`src/rtl/ctrl_pkg.sv`:
```
// Shared encodings for the multicycle controller: FSM states, opcode
// classes, raw opcode values and the datapath field settings per class.
package ctrl_pkg;

  typedef enum logic [2:0] {
    ST_FETCH,
    ST_DECODE,
    ST_EXEC,
    ST_MEM,
    ST_WB,
    ST_FAULT
  } state_t;

  typedef enum logic [3:0] {
    C_ADD, C_GRT, C_SUB, C_EQ, C_JALR, C_LUI,
    C_JAL, C_ADDI, C_LW, C_SW, C_LLI, C_BNE
  } cls_t;

  // Raw opcode values; anything not listed decodes as bne.
  localparam logic [3:0] OPC_ADD  = 4'b0000;
  localparam logic [3:0] OPC_GRT  = 4'b0001;
  localparam logic [3:0] OPC_SUB  = 4'b0010;
  localparam logic [3:0] OPC_EQ   = 4'b0011;
  localparam logic [3:0] OPC_JALR = 4'b0100;
  localparam logic [3:0] OPC_LUI  = 4'b0101;
  localparam logic [3:0] OPC_JAL  = 4'b0110;
  localparam logic [3:0] OPC_ADDI = 4'b1000;
  localparam logic [3:0] OPC_LW   = 4'b1001;
  localparam logic [3:0] OPC_SW   = 4'b1010;
  localparam logic [3:0] OPC_LLI  = 4'b1111;

  // Immediate generator formats.
  localparam logic [1:0] IMM_I  = 2'd0;
  localparam logic [1:0] IMM_U  = 2'd1;
  localparam logic [1:0] IMM_J  = 2'd2;
  localparam logic [1:0] IMM_SB = 2'd3;

  // ALU operation: adder or subtractor (compares reuse the subtractor).
  localparam logic ALU_ADD = 1'b0;
  localparam logic ALU_SUB = 1'b1;

  // Operand muxes.
  localparam logic       IN1_RS1 = 1'b0;
  localparam logic       IN1_PC  = 1'b1;
  localparam logic [1:0] IN2_RS2 = 2'd0;
  localparam logic [1:0] IN2_IMM = 2'd1;

  // Result select: sum, greater-than flag, equal flag, raw immediate.
  localparam logic [1:0] SRC_SUM = 2'd0;
  localparam logic [1:0] SRC_GT  = 2'd1;
  localparam logic [1:0] SRC_EQ  = 2'd2;
  localparam logic [1:0] SRC_IMM = 2'd3;

  typedef struct packed {
    logic [1:0] immgen;
    logic       alu_op;
    logic       alu_in1;
    logic [1:0] alu_in2;
    logic [1:0] alu_src;
  } fields_t;

  localparam fields_t F_ADD  = '{IMM_I,  ALU_ADD, IN1_RS1, IN2_RS2, SRC_SUM};
  localparam fields_t F_GRT  = '{IMM_I,  ALU_SUB, IN1_RS1, IN2_RS2, SRC_GT};
  localparam fields_t F_SUB  = '{IMM_I,  ALU_SUB, IN1_RS1, IN2_RS2, SRC_SUM};
  localparam fields_t F_EQ   = '{IMM_I,  ALU_SUB, IN1_RS1, IN2_RS2, SRC_EQ};
  localparam fields_t F_JALR = '{IMM_I,  ALU_ADD, IN1_RS1, IN2_IMM, SRC_SUM};
  localparam fields_t F_LUI  = '{IMM_U,  ALU_ADD, IN1_RS1, IN2_IMM, SRC_IMM};
  localparam fields_t F_JAL  = '{IMM_J,  ALU_ADD, IN1_PC,  IN2_IMM, SRC_SUM};
  localparam fields_t F_ADDI = '{IMM_I,  ALU_ADD, IN1_RS1, IN2_IMM, SRC_SUM};
  localparam fields_t F_LW   = '{IMM_I,  ALU_ADD, IN1_RS1, IN2_IMM, SRC_SUM};
  localparam fields_t F_SW   = '{IMM_SB, ALU_ADD, IN1_RS1, IN2_IMM, SRC_SUM};
  localparam fields_t F_LLI  = '{IMM_I,  ALU_ADD, IN1_RS1, IN2_IMM, SRC_IMM};
  localparam fields_t F_BNE  = '{IMM_SB, ALU_SUB, IN1_RS1, IN2_RS2, SRC_SUM};

endpackage

```
`src/rtl/multicycle_control_if.sv`:
```
// Controller <-> datapath bundle. master = controller, slave = datapath.
interface multicycle_control_if #(
  parameter int OP_W    = 4,
  parameter int ALUOP_W = 1
);
  logic [OP_W-1:0]    op;
  logic               mem_ready;
  logic [1:0]         immgen_op;
  logic [ALUOP_W-1:0] alu_op;
  logic               alu_in1;
  logic [1:0]         alu_in2;
  logic [1:0]         alu_src;
  logic               mem_read;
  logic               mem_write;
  logic               ir_write;
  logic               pc_write;
  logic               pc_cond;
  logic               reg_write;
  logic               mem2reg;
  logic               fault;

  modport master (
    input  op, mem_ready,
    output immgen_op, alu_op, alu_in1, alu_in2, alu_src,
           mem_read, mem_write, ir_write, pc_write, pc_cond,
           reg_write, mem2reg, fault
  );

  modport slave (
    output op, mem_ready,
    input  immgen_op, alu_op, alu_in1, alu_in2, alu_src,
           mem_read, mem_write, ir_write, pc_write, pc_cond,
           reg_write, mem2reg, fault
  );
endinterface

```
`src/rtl/ctrl_decode.sv`:
```
// Pure combinational opcode decode: opcode -> class and datapath fields.
module ctrl_decode
  import ctrl_pkg::*;
#(
  parameter int OP_W = 4
) (
  input  logic [OP_W-1:0] op,
  output cls_t            cls,
  output fields_t         fld
);

  // Opcode to class; unknown opcodes fall through to bne.
  always_comb begin
    cls = C_BNE;
    case (op)
      OP_W'(OPC_ADD):  cls = C_ADD;
      OP_W'(OPC_GRT):  cls = C_GRT;
      OP_W'(OPC_SUB):  cls = C_SUB;
      OP_W'(OPC_EQ):   cls = C_EQ;
      OP_W'(OPC_JALR): cls = C_JALR;
      OP_W'(OPC_LUI):  cls = C_LUI;
      OP_W'(OPC_JAL):  cls = C_JAL;
      OP_W'(OPC_ADDI): cls = C_ADDI;
      OP_W'(OPC_LW):   cls = C_LW;
      OP_W'(OPC_SW):   cls = C_SW;
      OP_W'(OPC_LLI):  cls = C_LLI;
      default:         cls = C_BNE;
    endcase
  end

  // Class to datapath field settings.
  always_comb begin
    fld = F_BNE;
    case (cls)
      C_ADD:   fld = F_ADD;
      C_GRT:   fld = F_GRT;
      C_SUB:   fld = F_SUB;
      C_EQ:    fld = F_EQ;
      C_JALR:  fld = F_JALR;
      C_LUI:   fld = F_LUI;
      C_JAL:   fld = F_JAL;
      C_ADDI:  fld = F_ADDI;
      C_LW:    fld = F_LW;
      C_SW:    fld = F_SW;
      C_LLI:   fld = F_LLI;
      default: fld = F_BNE;
    endcase
  end

endmodule

```
`src/rtl/multicycle_control.sv`:
```
// Multicycle CPU controller: FETCH/DECODE/EXEC/MEM/WB FSM with a memory
// wait watchdog that parks the machine in FAULT until reset.
module multicycle_control
  import ctrl_pkg::*;
#(
  parameter int OP_W     = 4,
  parameter int ALUOP_W  = 1,
  parameter int WAIT_MAX = 15
) (
  input  logic clk,
  input  logic reset,
  multicycle_control_if.master bus
);

  state_t  st, st_nxt;
  cls_t    cls_q, cls_dec, cls_cur;
  fields_t fld_dec, fld_cur, fld_q;
  logic [7:0] cnt;
  logic       timeout;
  logic       fetch_hs;
  logic       mem_read_q, mem_write_q, pc_write_q, pc_cond_q;
  logic       reg_write_q, mem2reg_q, fault_q;

  ctrl_decode #(.OP_W(OP_W)) u_dec (
    .op  (bus.op),
    .cls (cls_dec),
    .fld (fld_dec)
  );

  assign timeout = (cnt == 8'(WAIT_MAX));

  // In DECODE the class register is being loaded, so look through to the
  // decoder; afterwards the registered class / output fields are current.
  assign cls_cur = (st == ST_DECODE) ? cls_dec : cls_q;
  assign fld_cur = (st == ST_DECODE) ? fld_dec : fld_q;

  // Next-state selection; a handshake in the timeout cycle still completes.
  always_comb begin
    st_nxt = st;
    case (st)
      ST_FETCH: begin
        if (bus.mem_ready)  st_nxt = ST_DECODE;
        else if (timeout)   st_nxt = ST_FAULT;
      end
      ST_DECODE: st_nxt = ST_EXEC;
      ST_EXEC: begin
        case (cls_q)
          C_LW, C_SW:     st_nxt = ST_MEM;
          C_JALR, C_BNE:  st_nxt = ST_FETCH;
          default:        st_nxt = ST_WB;
        endcase
      end
      ST_MEM: begin
        if (bus.mem_ready)  st_nxt = (cls_q == C_LW) ? ST_WB : ST_FETCH;
        else if (timeout)   st_nxt = ST_FAULT;
      end
      ST_WB:    st_nxt = ST_FETCH;
      ST_FAULT: st_nxt = ST_FAULT;
      default:  st_nxt = ST_FETCH;
    endcase
  end

  // FSM state, class register, wait counter and registered outputs for the
  // state being entered.
  always_ff @(posedge clk or negedge reset) begin
    if (!reset) begin
      st          <= ST_FETCH;
      cls_q       <= C_ADD;
      cnt         <= '0;
      fld_q       <= '0;
      mem_read_q  <= 1'b1;
      mem_write_q <= 1'b0;
      pc_write_q  <= 1'b0;
      pc_cond_q   <= 1'b0;
      reg_write_q <= 1'b0;
      mem2reg_q   <= 1'b0;
      fault_q     <= 1'b0;
    end else begin
      st <= st_nxt;
      if (st == ST_DECODE) cls_q <= cls_dec;

      if (st_nxt != st)
        cnt <= '0;
      else if (!bus.mem_ready && (st == ST_FETCH || st == ST_MEM))
        cnt <= cnt + 8'd1;

      fld_q       <= '0;
      mem_read_q  <= 1'b0;
      mem_write_q <= 1'b0;
      pc_write_q  <= 1'b0;
      pc_cond_q   <= 1'b0;
      reg_write_q <= 1'b0;
      mem2reg_q   <= 1'b0;
      fault_q     <= 1'b0;
      case (st_nxt)
        ST_FETCH: mem_read_q <= 1'b1;
        ST_EXEC: begin
          fld_q      <= fld_cur;
          pc_write_q <= (cls_cur == C_JAL) || (cls_cur == C_JALR);
          pc_cond_q  <= (cls_cur == C_BNE);
        end
        ST_MEM: begin
          fld_q       <= fld_cur;
          mem_read_q  <= (cls_cur == C_LW);
          mem_write_q <= (cls_cur == C_SW);
        end
        ST_WB: begin
          fld_q       <= fld_cur;
          reg_write_q <= 1'b1;
          mem2reg_q   <= (cls_cur == C_LW);
        end
        ST_FAULT: fault_q <= 1'b1;
        default: ;
      endcase
    end
  end

  // The fetch strobes must fire in the very cycle memory answers, so they
  // are qualified combinationally; reset masks them so the reset image holds.
  assign fetch_hs = reset && (st == ST_FETCH) && bus.mem_ready;

  assign bus.immgen_op = fld_q.immgen;
  assign bus.alu_op    = ALUOP_W'(fld_q.alu_op);
  assign bus.alu_in1   = fld_q.alu_in1;
  assign bus.alu_in2   = fld_q.alu_in2;
  assign bus.alu_src   = fld_q.alu_src;
  assign bus.mem_read  = mem_read_q;
  assign bus.mem_write = mem_write_q;
  assign bus.ir_write  = fetch_hs;
  assign bus.pc_write  = pc_write_q | fetch_hs;
  assign bus.pc_cond   = pc_cond_q;
  assign bus.reg_write = reg_write_q;
  assign bus.mem2reg   = mem2reg_q;
  assign bus.fault     = fault_q;

endmodule

```
`src/flat_wrapper.sv`:
```
// flat-port wrapper written by rule: the top's interface ports become plain ports
module multicycle_control_flat import ctrl_pkg::*;
#(
  parameter int OP_W     = 4,
  parameter int ALUOP_W  = 1,
  parameter int WAIT_MAX = 15
)
  (clk, reset, bus_op, bus_mem_ready, bus_immgen_op, bus_alu_op, bus_alu_in1, bus_alu_in2, bus_alu_src, bus_mem_read, bus_mem_write, bus_ir_write, bus_pc_write, bus_pc_cond, bus_reg_write, bus_mem2reg, bus_fault);
  multicycle_control_if #(.OP_W(OP_W), .ALUOP_W(ALUOP_W)) bus_i ();
  input  logic clk;
  input  logic reset;
  input wire logic [$bits(bus_i.op)-1:0] bus_op;
  input wire logic [$bits(bus_i.mem_ready)-1:0] bus_mem_ready;
  output wire logic [$bits(bus_i.immgen_op)-1:0] bus_immgen_op;
  output wire logic [$bits(bus_i.alu_op)-1:0] bus_alu_op;
  output wire logic [$bits(bus_i.alu_in1)-1:0] bus_alu_in1;
  output wire logic [$bits(bus_i.alu_in2)-1:0] bus_alu_in2;
  output wire logic [$bits(bus_i.alu_src)-1:0] bus_alu_src;
  output wire logic [$bits(bus_i.mem_read)-1:0] bus_mem_read;
  output wire logic [$bits(bus_i.mem_write)-1:0] bus_mem_write;
  output wire logic [$bits(bus_i.ir_write)-1:0] bus_ir_write;
  output wire logic [$bits(bus_i.pc_write)-1:0] bus_pc_write;
  output wire logic [$bits(bus_i.pc_cond)-1:0] bus_pc_cond;
  output wire logic [$bits(bus_i.reg_write)-1:0] bus_reg_write;
  output wire logic [$bits(bus_i.mem2reg)-1:0] bus_mem2reg;
  output wire logic [$bits(bus_i.fault)-1:0] bus_fault;
  assign bus_i.op = bus_op;
  assign bus_i.mem_ready = bus_mem_ready;
  assign bus_immgen_op = bus_i.immgen_op;
  assign bus_alu_op = bus_i.alu_op;
  assign bus_alu_in1 = bus_i.alu_in1;
  assign bus_alu_in2 = bus_i.alu_in2;
  assign bus_alu_src = bus_i.alu_src;
  assign bus_mem_read = bus_i.mem_read;
  assign bus_mem_write = bus_i.mem_write;
  assign bus_ir_write = bus_i.ir_write;
  assign bus_pc_write = bus_i.pc_write;
  assign bus_pc_cond = bus_i.pc_cond;
  assign bus_reg_write = bus_i.reg_write;
  assign bus_mem2reg = bus_i.mem2reg;
  assign bus_fault = bus_i.fault;
  multicycle_control #(.OP_W(OP_W), .ALUOP_W(ALUOP_W), .WAIT_MAX(WAIT_MAX)) u_core (.clk(clk), .reset(reset), .bus(bus_i));
endmodule
```
`config.mk`:
```
export PLATFORM = sky130hd
export DESIGN_NAME = multicycle_control_flat
export DESIGN_NICKNAME = d
export VERILOG_FILES = /design/src/rtl/ctrl_pkg.sv /design/src/rtl/multicycle_control_if.sv /design/src/rtl/ctrl_decode.sv /design/src/rtl/multicycle_control.sv /design/src/flat_wrapper.sv
export SDC_FILE = /design/constraint.sdc
export NUM_CORES = 1
export LEC_CHECK = 0
export BUFFER_PORTS_ARGS = -buffer_cell sky130_fd_sc_hd__buf_2
export CAP_MARGIN = 20
export CORE_MARGIN = 4
export CORE_UTILIZATION = 30
export DETAILED_ROUTE_END_ITERATION = 12
export PLACE_DENSITY = 0.5
export SYNTH_ARGS = -nofsm -noshare
export SYNTH_HDL_FRONTEND = slang
export SYNTH_HIERARCHICAL = 1
export SYNTH_SLANG_ARGS = --single-unit
```
`constraint.sdc`:
```
create_clock -name clk -period 4.05 [get_ports clk]
set_input_delay 0.2025 -clock clk [delete_from_list [all_inputs] [get_ports clk]]
set_output_delay 0.2025 -clock clk [all_outputs]
set_load 0.02 [all_outputs]
```
Word-level counts from Yosys, hierarchy flattened
Memories as Yosys holds them, arrays and structs flattened.
Index checks and enable logic that the tools add are counted.

cells by class
  reductions and logical operators = 12
  add/subtract/negate cells = 1
  eq/ne operators = 20
  muxes and demuxes = 18
  bitwise operators = 1

operators by type and width
  kind                 number
  $mux 8               4
  $eq 4x4->1 const B   6
  $pmux 3 s5           1
  $eq 3x2->1 const B   4
  $eq 4x3->1 const B   3
  $mux 3               4
  $eq 3x3->1 const B   3
  $add 8x1->8 const B  1
  $eq 8x4->1 const B   1
  $logic_not 3->1      2
  $mux 1               6
  $pmux 3 s2           1
  $mux 4               1
  $reduce_or 2->1      2
  $eq 3x1->1 const B   1
  $logic_and 1x1->1    3
  $ne 3x3->1           1
  $reduce_or 3->1      1
  $logic_or 1x1->1     2
  $ne 2x1->1 const B   1
  $pmux 1 s2           1
  $reduce_bool 2->1    1
  $logic_not 1->1      1
  $or 1x1->1           1

word-level totals
  word-level logic and storage cells = 69
  flip-flop bits (word level) = 30
  input port bits = 7
  ROM bits = 176
  memories = 2
  output and inout bits = 16

memories
  memory           words  width  read ports  clocked after memory_dff  write ports  RTL line           source
  (no name shown)  16     7      1           0                         0            ctrl_decode.sv:34  case (cls)
  (no name shown)  16     4      1           0                         0            ctrl_decode.sv:15  case (op)

Longest topological paths before layout
  word-level depth = 7
  mapped depth = 9
  depth with buffers taken out = 9

Cells and area by module
The synthesis kept the hierarchy.

by module, submodules not included
  module              seq. area each (µm²)  area each (µm²)  times used  cells an instance
  multicycle_control  752.0                 1427.6           1           143
  ctrl_decode         0.0                   274.0            1           38

Worst setup path before layout
Ideal clock, no wire load.

  kind = register -> register
  start point = register u_core.st[1]
  end point = register u_core.mem_read_q, in the netlist u_core/bus.mem_read
  library setup time = 68 ps
  arrival = 1662 ps
  path buffers = 1
  clock period less this slack = 1730 ps
  required time = 3982 ps
  stages on the path, launching flop included = 6
  slack = 2320 ps
  cell sequence = dfrtp_1 > clkbuf_1 > mux2_2 > a221o_2 > or2_1 > a21oi_2

on the way
  elaborated cells on any way between the ends = 14
  those cells by class = eq/ne (6); mux (6); reduce/logical (2)

RTL lines
  item                                                  RTL line                   source
  from (decl)                                           multicycle_control.sv:15   state_t st, st_nxt;
  from (signal assigned)                                multicycle_control.sv:79   st <= st_nxt;
  $eq 3x3->1, or another cell as far along              multicycle_control.sv:40   case (st)
  $pmux 3 s5 (*)                                        multicycle_control.sv:40
  via u_core.st_nxt[0]                                  multicycle_control.sv:15
  $eq 3x2->1 / $logic_not 3->1 (equally long branches)  multicycle_control.sv:95   case (st_nxt)
  $pmux 1 s2 (*)                                        multicycle_control.sv:95
  to (signal assigned)                                  multicycle_control.sv:104  mem_read_q <= (cls_cur == C_LW);
  to (decl)                                             multicycle_control.sv:21   logic mem_read_q, mem_write_q, pc_write_q, pc_cond_q;

The timed path passes the listed nets; every way through them passes the cells marked *.
A chain may end at the register's enable or synchronous reset.

Worst setup path after layout
  start point = register u_core.st[1]
  end point = register u_core.mem_read_q, in the netlist u_core/bus.mem_read

on the way
  word-level cells in the longest chain between the ends = 5
  elaborated cells on any way between the ends = 14
  those cells by class = eq/ne (6); mux (6); reduce/logical (2)

RTL lines
  item                                                  RTL line
  $mux 3                                                multicycle_control.sv:43, multicycle_control.sv:55
  $mux 3, on equally long branches                      multicycle_control.sv:54, multicycle_control.sv:42
  $pmux 3 s5                                            multicycle_control.sv:40
  $eq 3x2->1 / $logic_not 3->1 (equally long branches)  multicycle_control.sv:95
  $pmux 1 s2 (*)                                        multicycle_control.sv:95

Every way passes the cells marked *; elsewhere a longest branch is shown, timed or not.

==> flow_summary.json <==
{
  "firstDrtPassIters": 4,
  "slowest_delay_ps": 710,
  "chipWidth_um": 83.3,
  "crit_fanout": 18,
  "n_fill_cell": 580,
  "hold_path_class": "primary input to asynchronous set/reset pin",
  "status": "finished, violations left",
  "clock_path_buffers": 2,
  "routed.top_layer": "met4",
  "hold_slack_ps": -24.3,
  "antenna_found_initial": 0,
  "p_leak_nw": 0.913,
  "ys_seq_area_share_pct": 44.2,
  "final_area_um2": 1980,
  "ys_ff_latch": 30,
  "ir_drop_v": 0.000239,
  "final_cells": 276,
  "dieArea_um2": 6940,
  "timing.final.crit_share_pct": 50.3,
  "r2r_slack_ps": 2010,
  "synthFlopType": "dfrtp_1",
  "routedWlPerCell_um": 12.5,
  "syn_to_final_growth_pct": 16.5,
  "die_h_um": 83.3,
  "maxCapViolations": 0,
  "viasPerCell": 4.66,
  "r2r_end": "u_core/bus.mem_read$_DFF_PN1_",
  "io-pin-count": 23,
  "drtAntennaViolNets": 0,
  "totalPowerFinal_w": 0.00118,
  "synth_fp_nets": 193,
  "ctsResizeCount": 0,
  "arrival_ps": 2250,
  "initial_core_util_pct": 30.9,
  "crit_end": "u_core/bus.mem_read$_DFF_PN1_",
  "met3_length_um": 112,
  "tightestPinTransition_ps": 697,
  "holdBufCountCts": 0,
  "cts_htree_levels": 2,
  "yosysTopAreaCellShare_pct": 42.6,
  "cts_buffers": 5,
  "track_usage_pct": 10.7,
  "yosysWarnings": 6,
  "drv_slew": 0,
  "end_kind": "register",
  "gp_congestion": 0.732,
  "syn-instance-count": 181,
  "port_buffers": 22,
  "failed_checks": "hold timing",
  "synth.avg_cell_area_um2": 9.40,
  "r2r-start": "u_core/st[1]$_DFF_PN0_",
  "rows": 27,
  "reg2reg_depth": 4,
  "worstSetupPathType": "register to register",
  "ys_top_cells_by_area": "dfrtp_1 (43%), nand2_1 (7.9%), ha_1 (3.7%)",
  "powerDensity_nw_per_um2": 595,
  "max_slew_margin_pct": 53.6,
  "nNetsFinal": 215,
  "drive_gt1_share_pct": 23.0,
  "wl_um": 3450,
  "cpMaxStageDelayCell": "or3b_1",
  "vias": 1287,
  "post-synth-top-area-cell": "dfrtp_1",
  "root_buffer": "clkbuf_8",
  "core_area_um2": 5510,
  "grt_start_max_net_pins": 32,
  "cts_setup_buffers": 0,
  "synth.most_common_cell": "nand2_1",
  "place_hpwl_um": 2520,
  "critPathLaunch": "u_core/st[1]$_DFF_PN0_",
  "cts_tree": "built",
  "antenna_cells": 0,
  "cp-start-kind": "register",
  "path_cells": "or3b_1, o41ai_1, nand4b_1, a21oi_2",
  "path_clk_slew_ps": 70,
  "hold_viol": 29,
  "placed_cell_area_um2": 1870,
  "syn_area_um2": 1700,
  "cp_data_required_time_ps": 4260,
  "cts_num_sinks": 30,
  "first_iter_violations": 59,
  "synth.distinct_cells": 51,
  "worst_skew_pair.late_latency_ps": 270,
  "grt_pass1_vias": 1335,
  "wl_met2_um": 1550,
  "synth_edf_count": 0,
  "rsz0062_at_grt": "false",
  "drc_errors": 0,
  "finalClockSkew_ps": 9.43,
  "overflow": 0,
  "synthArstFlopShare_pct": 100,
  "dp.cells": 268,
  "finalSetupViolCount": 0,
  "grt_pass1_wl_um": 6120,
  "max_freq_mhz": 491,
  "min_period_ps": 2040,
  "wl_met1_um": 1750,
  "synth_common_cells": "nand2_1 (36), dfrtp_1 (29), nor2_1 (14)",
  "tns_ps": 0
}
through the flow:
step           hold slack (ps)  worst slack [ps]  util [%]
2_1_floorplan            -93.1              2320         -
3_3_place_gp               298              2050      33.9
3_5_place_dp               308              2000      33.9
4_1_cts                   2.97              1990      36.0
5_1_grt                   30.5              1830      36.0
6_report                 -24.3              2010      36.0
sequential cells by signal, summed over array words and instances (netlist names), 2 cells and up:
register,count
u_core/bus.alu_src,2
u_core/st,3
u_core/bus.immgen_op,2
u_core/bus.alu_in2,2
u_core/cnt,8
u_core/cls_q,4
critical path, delay by kind of cell, from the launching register on:
kind	cells	cell delay [ps]
and+or+nand+nor	2	880
AOI/OAI and AO/OA	2	590
DFF	1	500
where the power goes:
group	internal, W	switching, W	total (W)
clock	0.000200	0.000107	0.000308
sequential	0.000369	0.0000683	0.000437
combinational	0.000168	0.000266	0.000434
total	0.000737	0.000442	0.00118
layer usage:
layer	track usage, %	up-vias
met5	0	-
met4	3.12	0
met3	2.88	5
met2	17.1	19
met1	14.1	595
li1	-	668
logic make-up (layout without fill, tap and decap cells):
| kind of cell | count (synthesis) | in the layout | synth area share [%] |
|---|---|---|---|
| xor gates and xnor gates | 8 | 8 | 4.12 |
| AOI/OAI and AO/OA | 33 | 33 | 15.7 |
| other | 1 | 1 | 0.220 |
| muxes | 4 | 4 | 3.16 |
| buffers and inverters | 18 | 41 | 4.93 |
| and+or+nand+nor | 82 | 82 | 24.0 |
| adders and majority gates | 5 | 5 | 3.68 |
| DFF | 30 | 30 | 44.2 |
cell usage in the layout (no fill, tap or decap), drive strengths merged, types with 2 or more instances in the layout:
cell type | synthesis | final
inv | 10 | 10
a31oi | 3 | 3
xor2 | 2 | 2
or3b | 2 | 2
nor2 | 15 | 15
nand2b | 4 | 4
nor3 | 3 | 3
xnor2 | 6 | 6
o21ai | 7 | 7
o32ai | 2 | 2
or2 | 3 | 3
a21oi | 10 | 10
o21a | 2 | 2
nand2 | 36 | 36
nand3 | 5 | 5
dfrtp | 29 | 29
ha | 5 | 5
nor4 | 2 | 2
and3 | 2 | 2
clkbuf | 3 | 7
nor3b | 2 | 2
a221o | 2 | 2
buf | 5 | 23
mux2i | 3 | 3
nand3b | 2 | 2
nor4b | 2 | 2
area by class of cell:
type | instances | area (um2) | share of cell area (%)
Sequential cell | 30 | 752 | 37.9
Multi-Input combinational cell | 133 | 866 | 43.7
Inverter | 10 | 40.0 | 2.02
Clock inverter | 1 | 30.0 | 1.52
Tap cell | 72 | 90.1 | 4.55
Clock buffer | 7 | 86.3 | 4.36
Timing Repair Buffer | 23 | 118 | 5.93
how the worst min path moves through the flow:
stage / depth (start not counted) / start / end
after floorplan: 0 / reset / u_core/bus.alu_in1$_DFFE_PN0P_
after global placement: 1 / reset / u_core/pc_write_q$_DFF_PN0_
after detailed placement: 1 / reset / u_core/pc_write_q$_DFF_PN0_
after CTS: 1 / reset / u_core/bus.pc_cond$_DFF_PN0_
after global routing: 1 / reset / u_core/cls_q[1]$_DFF_PN0_
final: 1 / reset / u_core/cls_q[1]$_DFF_PN0_
Power figures use the tool's default switching activity.
